[config.mk]
export PLATFORM = sky130hd
export DESIGN_NAME = mpu_matrix_bank
export DESIGN_NICKNAME = d
export VERILOG_FILES = /design/src/rtl/mpu_pkg.sv /design/src/rtl/mpu_rc_counter.sv /design/src/rtl/mpu_matrix_bank.sv
export SDC_FILE = /design/constraint.sdc
export NUM_CORES = 2
export LEC_CHECK = 0
export ABC_AREA = 0
export BUFFER_PORTS_ARGS = -buffer_cell sky130_fd_sc_hd__buf_2
export CAP_MARGIN = 20
export CORE_ASPECT_RATIO = 0.6
export CORE_UTILIZATION = 38
export DETAILED_ROUTE_END_ITERATION = 10
export GPL_TIMING_DRIVEN = 0
export PLACE_DENSITY = 0.53
export SYNTH_ARGS = -nofsm -noshare
export SYNTH_HDL_FRONTEND = slang
export SYNTH_MEMORY_MAX_BITS = 65536
export SYNTH_SLANG_ARGS = --single-unit
[constraint.sdc]
create_clock -name clk -period 11.4 [get_ports clk]
set_input_delay 3.42 -clock clk [delete_from_list [all_inputs] [get_ports clk]]
set_output_delay 3.42 -clock clk [all_outputs]
set_load 0.03 [all_outputs]
[src/rtl/mpu_pkg.sv]
// Shared types and parameter defaults for the MPU matrix bank.
// Imported by mpu_rc_counter and mpu_matrix_bank.
package mpu_pkg;

    localparam int BANK_FP_DEF   = 32;
    localparam int BANK_M_DEF    = 4;
    localparam int BANK_N_DEF    = 4;
    localparam int BANK_REGS_DEF = 8;

    // Wide enough for any practical M/N.
    localparam int IDX_W = 8;

    typedef enum logic {
        L_IDLE,
        L_STREAM
    } load_state_t;

    typedef enum logic [1:0] {
        S_IDLE,
        S_STREAM,
        S_WAIT
    } store_state_t;

    typedef struct packed {
        logic [IDX_W-1:0] i;
        logic [IDX_W-1:0] j;
    } rc_idx_t;

    function automatic logic [IDX_W-1:0] idx_max(
        input logic [IDX_W-1:0] size
    );
        return size - IDX_W'(1);
    endfunction

endpackage

[src/rtl/mpu_rc_counter.sv]
// Row-major (i,j) walker: j counts columns, i counts rows.
// wrap_o flags the final column, last_o the final row.
import mpu_pkg::*;

module mpu_rc_counter #(
    parameter int M = BANK_M_DEF,
    parameter int N = BANK_N_DEF,
    localparam int MBITS = $clog2(M),
    localparam int NBITS = $clog2(N)
) (
    input  logic           clk,
    input  logic           rst,
    input  logic           clr_i,
    input  logic           en_i,
    input  logic [MBITS:0] m_i,
    input  logic [NBITS:0] n_i,
    output rc_idx_t        idx_o,
    output logic           wrap_o,
    output logic           last_o
);

    rc_idx_t idx_q;
    rc_idx_t idx_d;

    assign idx_o  = idx_q;
    assign wrap_o = (idx_q.j == idx_max(IDX_W'(n_i)));
    assign last_o = (idx_q.i == idx_max(IDX_W'(m_i)));

    always_comb begin
        idx_d = idx_q;
        if (clr_i) begin
            idx_d = '0;
        end else if (en_i && wrap_o) begin
            idx_d.j = '0;
            idx_d.i = last_o ? '0 : idx_q.i + IDX_W'(1);
        end else if (en_i) begin
            idx_d.j = idx_q.j + IDX_W'(1);
        end
    end

    always_ff @(posedge clk) begin
        if (rst) begin
            idx_q <= '0;
        end else begin
            idx_q <= idx_d;
        end
    end

endmodule

[src/rtl/mpu_matrix_bank.sv]
// Multi-register matrix store with streamed row-major load/drain.
// Define MPU_BANK_BOUNDS_CHECK_EN to reject illegal sizes / invalid stores.
import mpu_pkg::*;

module mpu_matrix_bank #(
    parameter int FP       = BANK_FP_DEF,
    parameter int M        = BANK_M_DEF,
    parameter int N        = BANK_N_DEF,
    parameter int NUM_REGS = BANK_REGS_DEF,
    localparam int RBITS = $clog2(NUM_REGS),
    localparam int MBITS = $clog2(M),
    localparam int NBITS = $clog2(N)
) (
    input  logic                clk,
    input  logic                rst,
    input  logic                load_req_in,
    input  logic [RBITS-1:0]    load_addr_in,
    input  logic [MBITS:0]      load_m_in,
    input  logic [NBITS:0]      load_n_in,
    input  logic                load_valid_in,
    input  logic [FP-1:0]       load_element_in,
    output logic                load_ready_out,
    input  logic                store_req_in,
    input  logic [RBITS-1:0]    store_addr_in,
    output logic                store_valid_out,
    output logic [FP-1:0]       store_element_out,
    output logic                store_last_out,
    input  logic                store_ready_in,
    output logic [NUM_REGS-1:0] reg_valid_out,
    output logic                busy_out,
    output logic                err_out
);

    localparam int DEPTH = NUM_REGS * M * N;
    localparam int AW    = $clog2(DEPTH);

    load_state_t         lstate_q;
    store_state_t        sstate_q;
    logic [RBITS-1:0]    l_addr_q;
    logic [RBITS-1:0]    s_addr_q;
    logic [MBITS:0]      m_size_q [NUM_REGS];
    logic [NBITS:0]      n_size_q [NUM_REGS];
    logic [NUM_REGS-1:0] valid_q;
    logic [FP-1:0]       mem_q [DEPTH];

    rc_idx_t    l_idx;
    rc_idx_t    s_idx;
    logic       l_wrap;
    logic       l_last;
    logic       s_wrap;
    logic       s_last;
    logic       load_ok;
    logic       store_ok;
    logic       load_start;
    logic       store_start;
    logic       conflict;
    logic       l_wr;
    logic       l_end;
    logic       s_adv;
    logic       s_fin;
    logic       s_en;
    logic [AW-1:0] l_waddr;
    logic [AW-1:0] s_raddr;

`ifdef MPU_BANK_BOUNDS_CHECK_EN
    localparam logic [MBITS:0] M_MAX = (MBITS+1)'(M);
    localparam logic [NBITS:0] N_MAX = (NBITS+1)'(N);

    assign load_ok  = (load_m_in != '0) && (load_m_in <= M_MAX)
                   && (load_n_in != '0) && (load_n_in <= N_MAX);
    assign store_ok = valid_q[store_addr_in];

    always_ff @(posedge clk) begin
        if (rst) begin
            err_out <= 1'b0;
        end else begin
            err_out <= ((lstate_q == L_IDLE) && load_req_in && !load_ok)
                    || ((sstate_q == S_IDLE) && store_req_in && !store_ok);
        end
    end
`else
    assign load_ok  = 1'b1;
    assign store_ok = 1'b1;
    assign err_out  = 1'b0;
`endif

    assign load_start  = (lstate_q == L_IDLE) && load_req_in && load_ok;
    assign store_start = (sstate_q == S_IDLE) && store_req_in && store_ok;

    // A store must not overtake a load of the same register,
    // including one that is being requested in this very cycle.
    assign conflict = ((lstate_q == L_STREAM) && (store_addr_in == l_addr_q))
                   || (load_start && (store_addr_in == load_addr_in));

    assign l_wr  = (lstate_q == L_STREAM) && load_valid_in;
    assign l_end = l_wrap && l_last;
    assign s_adv = (sstate_q == S_STREAM) && (!store_valid_out || store_ready_in);
    assign s_fin = store_valid_out && store_last_out;
    assign s_en  = s_adv && !s_fin;

    assign l_waddr = AW'(int'(l_addr_q) * M * N + int'(l_idx.i) * N + int'(l_idx.j));
    assign s_raddr = AW'(int'(s_addr_q) * M * N + int'(s_idx.i) * N + int'(s_idx.j));

    assign reg_valid_out = valid_q;
    assign busy_out      = (lstate_q != L_IDLE) || (sstate_q != S_IDLE);

    mpu_rc_counter #(.M(M), .N(N)) u_load_cnt (
        .clk    (clk),
        .rst    (rst),
        .clr_i  (lstate_q != L_STREAM),
        .en_i   (l_wr),
        .m_i    (m_size_q[l_addr_q]),
        .n_i    (n_size_q[l_addr_q]),
        .idx_o  (l_idx),
        .wrap_o (l_wrap),
        .last_o (l_last)
    );

    mpu_rc_counter #(.M(M), .N(N)) u_store_cnt (
        .clk    (clk),
        .rst    (rst),
        .clr_i  (sstate_q != S_STREAM),
        .en_i   (s_en),
        .m_i    (m_size_q[s_addr_q]),
        .n_i    (n_size_q[s_addr_q]),
        .idx_o  (s_idx),
        .wrap_o (s_wrap),
        .last_o (s_last)
    );

    always_ff @(posedge clk) begin
        if (!rst && l_wr) begin
            mem_q[l_waddr] <= load_element_in;
        end
    end

    always_ff @(posedge clk) begin
        if (rst) begin
            lstate_q       <= L_IDLE;
            l_addr_q       <= '0;
            valid_q        <= '0;
            load_ready_out <= 1'b0;
            for (int r = 0; r < NUM_REGS; r++) begin
                m_size_q[r] <= '0;
                n_size_q[r] <= '0;
            end
        end else begin
            unique case (lstate_q)
                L_IDLE: begin
                    if (load_start) begin
                        l_addr_q                 <= load_addr_in;
                        m_size_q[load_addr_in]   <= load_m_in;
                        n_size_q[load_addr_in]   <= load_n_in;
                        valid_q[load_addr_in]    <= 1'b0;
                        load_ready_out           <= 1'b1;
                        lstate_q                 <= L_STREAM;
                    end
                end
                L_STREAM: begin
                    if (l_wr && l_end) begin
                        valid_q[l_addr_q] <= 1'b1;
                        load_ready_out    <= 1'b0;
                        lstate_q          <= L_IDLE;
                    end
                end
                default: lstate_q <= L_IDLE;
            endcase
        end
    end

    always_ff @(posedge clk) begin
        if (rst) begin
            sstate_q          <= S_IDLE;
            s_addr_q          <= '0;
            store_valid_out   <= 1'b0;
            store_element_out <= '0;
            store_last_out    <= 1'b0;
        end else begin
            unique case (sstate_q)
                S_IDLE: begin
                    if (store_start) begin
                        s_addr_q <= store_addr_in;
                        sstate_q <= conflict ? S_WAIT : S_STREAM;
                    end
                end
                S_WAIT: begin
                    if (lstate_q == L_IDLE) begin
                        sstate_q <= S_STREAM;
                    end
                end
                S_STREAM: begin
                    if (s_adv && s_fin) begin
                        store_valid_out <= 1'b0;
                        store_last_out  <= 1'b0;
                        sstate_q        <= S_IDLE;
                    end else if (s_adv) begin
                        store_valid_out   <= 1'b1;
                        store_element_out <= mem_q[s_raddr];
                        store_last_out    <= s_wrap && s_last;
                    end
                end
                default: sstate_q <= S_IDLE;
            endcase
        end
    end

endmodule
==> run metrics <==
Synth Warn # 0; ANT nets after route 0; CP Cell Sequence buf_2 > clkbuf_1 > nor3_1 > nand2_1 > clkbuf_2 > nor2_4 > buf_16; vias per cell 5.969; RSZ-0062 raised after global routing no; Reg2Reg Depth 13; Req. time, crit path 12.07 ns; largest net degree at the start of global routing around 110; hpwl dp 340.6 mm; sequential area share after synthesis around 80%; total grt overflow 0; CTS Buf Count 398; Mapped Cells a little over 7,000; outcome finished, final reports clean; Max Cap Viol 0; Reg power frac around 54%; vias in the first global route 78,690; GP Congestion 0.9674; number of fill cells in the layout 35,340; combinational power share under 10%; Routed WL 491.8 mm; EDFF count, synth approximately 4,100; max-slew violation count 0; CTS sink count 4,234; Final Core Density ~44%; core area approximately 0.42 sq mm; crit path buf inv count 4; Netlist cell types 70; setup TNS 0 ns; DR pass1 iterations 6; All-Layer GR Usage 22.60%; num ports between 90 and 100; CP Class in2reg; Pwr Total approximately 0.032 W; crit path capture type flip-flop; Final Setup Violations 0; Initial DRC Count around 14,000; layout cells sized above 1 between 20 and 30%; Max Root-Sink Buffers 4; Post-CTS Hold Fix Bufs 0; Cell Rows roughly 190; Mapped Avg Cell Area around 23 sq um; Worst path max stage delay about 0.94 ns; Final Skew 0.07204 ns; Mapped Area about 0.16 sq mm; fin crit period between 6 and 7 ns; Crit-path slowest cell nand2_1; crit path DAT 7.61 ns; Crit path max-delay family simple AND/OR/NAND/NOR gates; Hold Crit Endpoint store_element_out[25]; largest area contributor in the netlist edfxtp_1; Least-Margin Pin Slew 1.446 ns; Post-route DRC 0; P per Cell Area 170.3 mW/mm^2; final instance area approximately 0.19 sq mm; fraction of registers with async set/reset 0%; Achievable Freq 144.0 MHz; crit start category primary input; Area Growth Syn to Fin 16.12%; Tcrit/Tclk final between 60% and 70%; sw frac a little over a fifth; NetSw about 0.0069 W; final hold vios 0; top_reg_cell synth edfxtp_1; Initial Utilization approximately two fifths; R2R setup slack 5.10 ns; Lkg Pwr 55.62 nW; placed inst area roughly 0.17 sq mm; die width ~840 um; hold depth 2; Post-CTS Setup Bufs 0; H-tree depth 5; top-area cell type share of the netlist area 77.04%; clock latency at the later pin of the worst-skew pair ~0.96 ns; CTS tree done; PortBufs 90; antenna violations before repair 55; post-cts sizing count 0; Internal ~0.025 W; overall die area 0.4278 sq mm; DR vias 81,740; CP max FO 17; first-pass GRT wire length 666.6 mm; Worst Hold Launch store_element_out[25]; worst reg2reg path startpoint u_store_cnt.idx_o[10]; Clock power frac around two fifths; routed length per instance around 36 um; Worst-path clk slew approximately 0.070 ns; Root Driver clkbuf_16; Hold/Removal Path Class reg2reg; nets@finish just under 8,000; die height about 510 um; capturing point of the worst reg2reg path store_element_out[13]; Net Count, Synth around 7,100; Synth area leaders edfxtp_1 77%, mux4_2 16%, a22oi_1 1.5%; Rel. slew slack under 10%; #FFs+latches synth between 4,000 and 5,000; Peak VDD IR between 0.0001 and 0.00015 V
## how the worst max path moves through the flow
| stage | startpoint | end | slack [ns] | cells after the start |
|---|---|---|---|---|
| final | rst | mem_q[108][30] | 4.46 | 7 |
| after global routing | rst | mem_q[108][6] | 4.48 | 7 |
| after CTS | rst | mem_q[108][6] | 4.58 | 7 |
| after detailed placement | rst | mem_q[108][8] | 3.53 | 7 |
| after global placement | rst | mem_q[78][5] | 1.31 | 6 |
| after floorplan | load_valid_in | mem_q[63][0] | 5.18 | 6 |
## sequential cells by signal (all words and copies together) (netlist names), named ones only
name / flops
sstate_q: 2
reg_valid_out: 8
u_store_cnt.idx_o: 16
m_size_q: 24
n_size_q: 24
u_load_cnt.idx_o: 16
s_addr_q: 3
l_addr_q: 3
mem_q: 4096
store_element_out: 32
store_last_out: 1
lstate_q: 1
load_ready_out: 1
store_valid_out: 1
## cell usage in the layout, fill, tap and decap left out, types with 90 or more instances in the layout
| cell | count |
|---|---|
| mux4_2 | 1134 |
| clkbuf_1 | 295 |
| a22oi_1 | 326 |
| buf_12 | 104 |
| nand2_1 | 94 |
| clkbuf_16 | 403 |
| edfxtp_1 | 4144 |
| nand3_1 | 147 |
| dfxtp_1 | 90 |
| nor2_4 | 128 |
| buf_2 | 163 |
## cell families (layout without fill, tap and decap cells)
family | Yosys count | after routing | share of synthesized area [%]
simple gates | 625 | 625 | 1.863
fa+ha+maj | 24 | 24 | 0.2138
xor+xnor | 45 | 45 | 0.2440
compound gates | 533 | 533 | 2.377
other cells | 1 | 19 | 0.002321
buf+inv | 407 | 1430 | 1.068
flops | 4234 | 4234 | 78.15
mux | 1173 | 1173 | 16.08
## power groups by stage
stage / Sequential (W) / Clock (W) / Combinational, W
finish: 0.0171 / 0.0134 / 0.00141
global route: 0.0171 / 0.0142 / 0.00147
CTS: 0.0171 / 0.0136 / 0.00139
detailed placement: 0.0175 / 0 / 0.00139
global placement: 0.0175 / 0 / 0.00130
floorplan: 0.0175 / 0 / 0.000601
## cells in the mapped netlist (all sizes together), types with 11 or more instances
library cell / count
a22oi: 326
nor2b: 12
a21oi: 45
xor2: 21
o21ai: 17
dfxtp: 90
ha: 18
edfxtp: 4144
buf: 157
clkbuf: 239
and3: 20
nand3: 148
and2: 56
o22ai: 33
o31ai: 40
nand4: 41
nor2: 211
mux2i: 37
nand2: 96
mux4: 1135
xnor2: 24
inv: 11
a31oi: 36
## metal layers
| layer | part of all wire [%] | track usage [%] |
|---|---|---|
| met1 | 44 | 35.46 |
| met2 | 39 | 29.22 |
| met3 | 14 | 8.637 |
| met4 | 2.8 | 5.568 |
| met5 | 0.013 | 0 |
## area by class of cell
class | count | area (sq um) | share of cell area, %
inverters | 11 | 41.29 | 0.02201
clock buffers | 487 | 10450 | 5.571
flip-flops and latches | 4234 | 126200 | 67.30
clock inverters | 233 | 2366 | 1.261
repair buffers | 303 | 5160 | 2.751
diodes | 18 | 45.04 | 0.02401
plain buffers | 396 | 1714 | 0.9139
multi-input cells | 2401 | 34530 | 18.41
well taps | 5610 | 7019 | 3.742
## metrics by stage
stage,setup WS (ns),std cells,hold slack [ns]
2_1_floorplan,5.184,7042,0.4593
3_3_place_gp,1.309,12740,0.4481
3_5_place_dp,3.535,12940,0.4481
4_1_cts,4.581,13660,0.4627
5_1_grt,4.484,13680,0.5023
6_report,4.455,13690,0.4663
## worst reg2reg max path, cell delays in order (launching register included)
cell and delay [ns]:
dfxtp_1 0.52, fa_1 0.50, inv_1 0.09, fa_1 0.40, clkbuf_1 0.36, nor2b_1 0.22
clkbuf_1 0.91, clkbuf_2 0.46, buf_12 0.25, clkbuf_1 0.54, a22oi_1 0.20, nand3_1 0.81
a21oi_1 0.60, o31ai_1 0.36
Power figures use the tool's default switching activity.
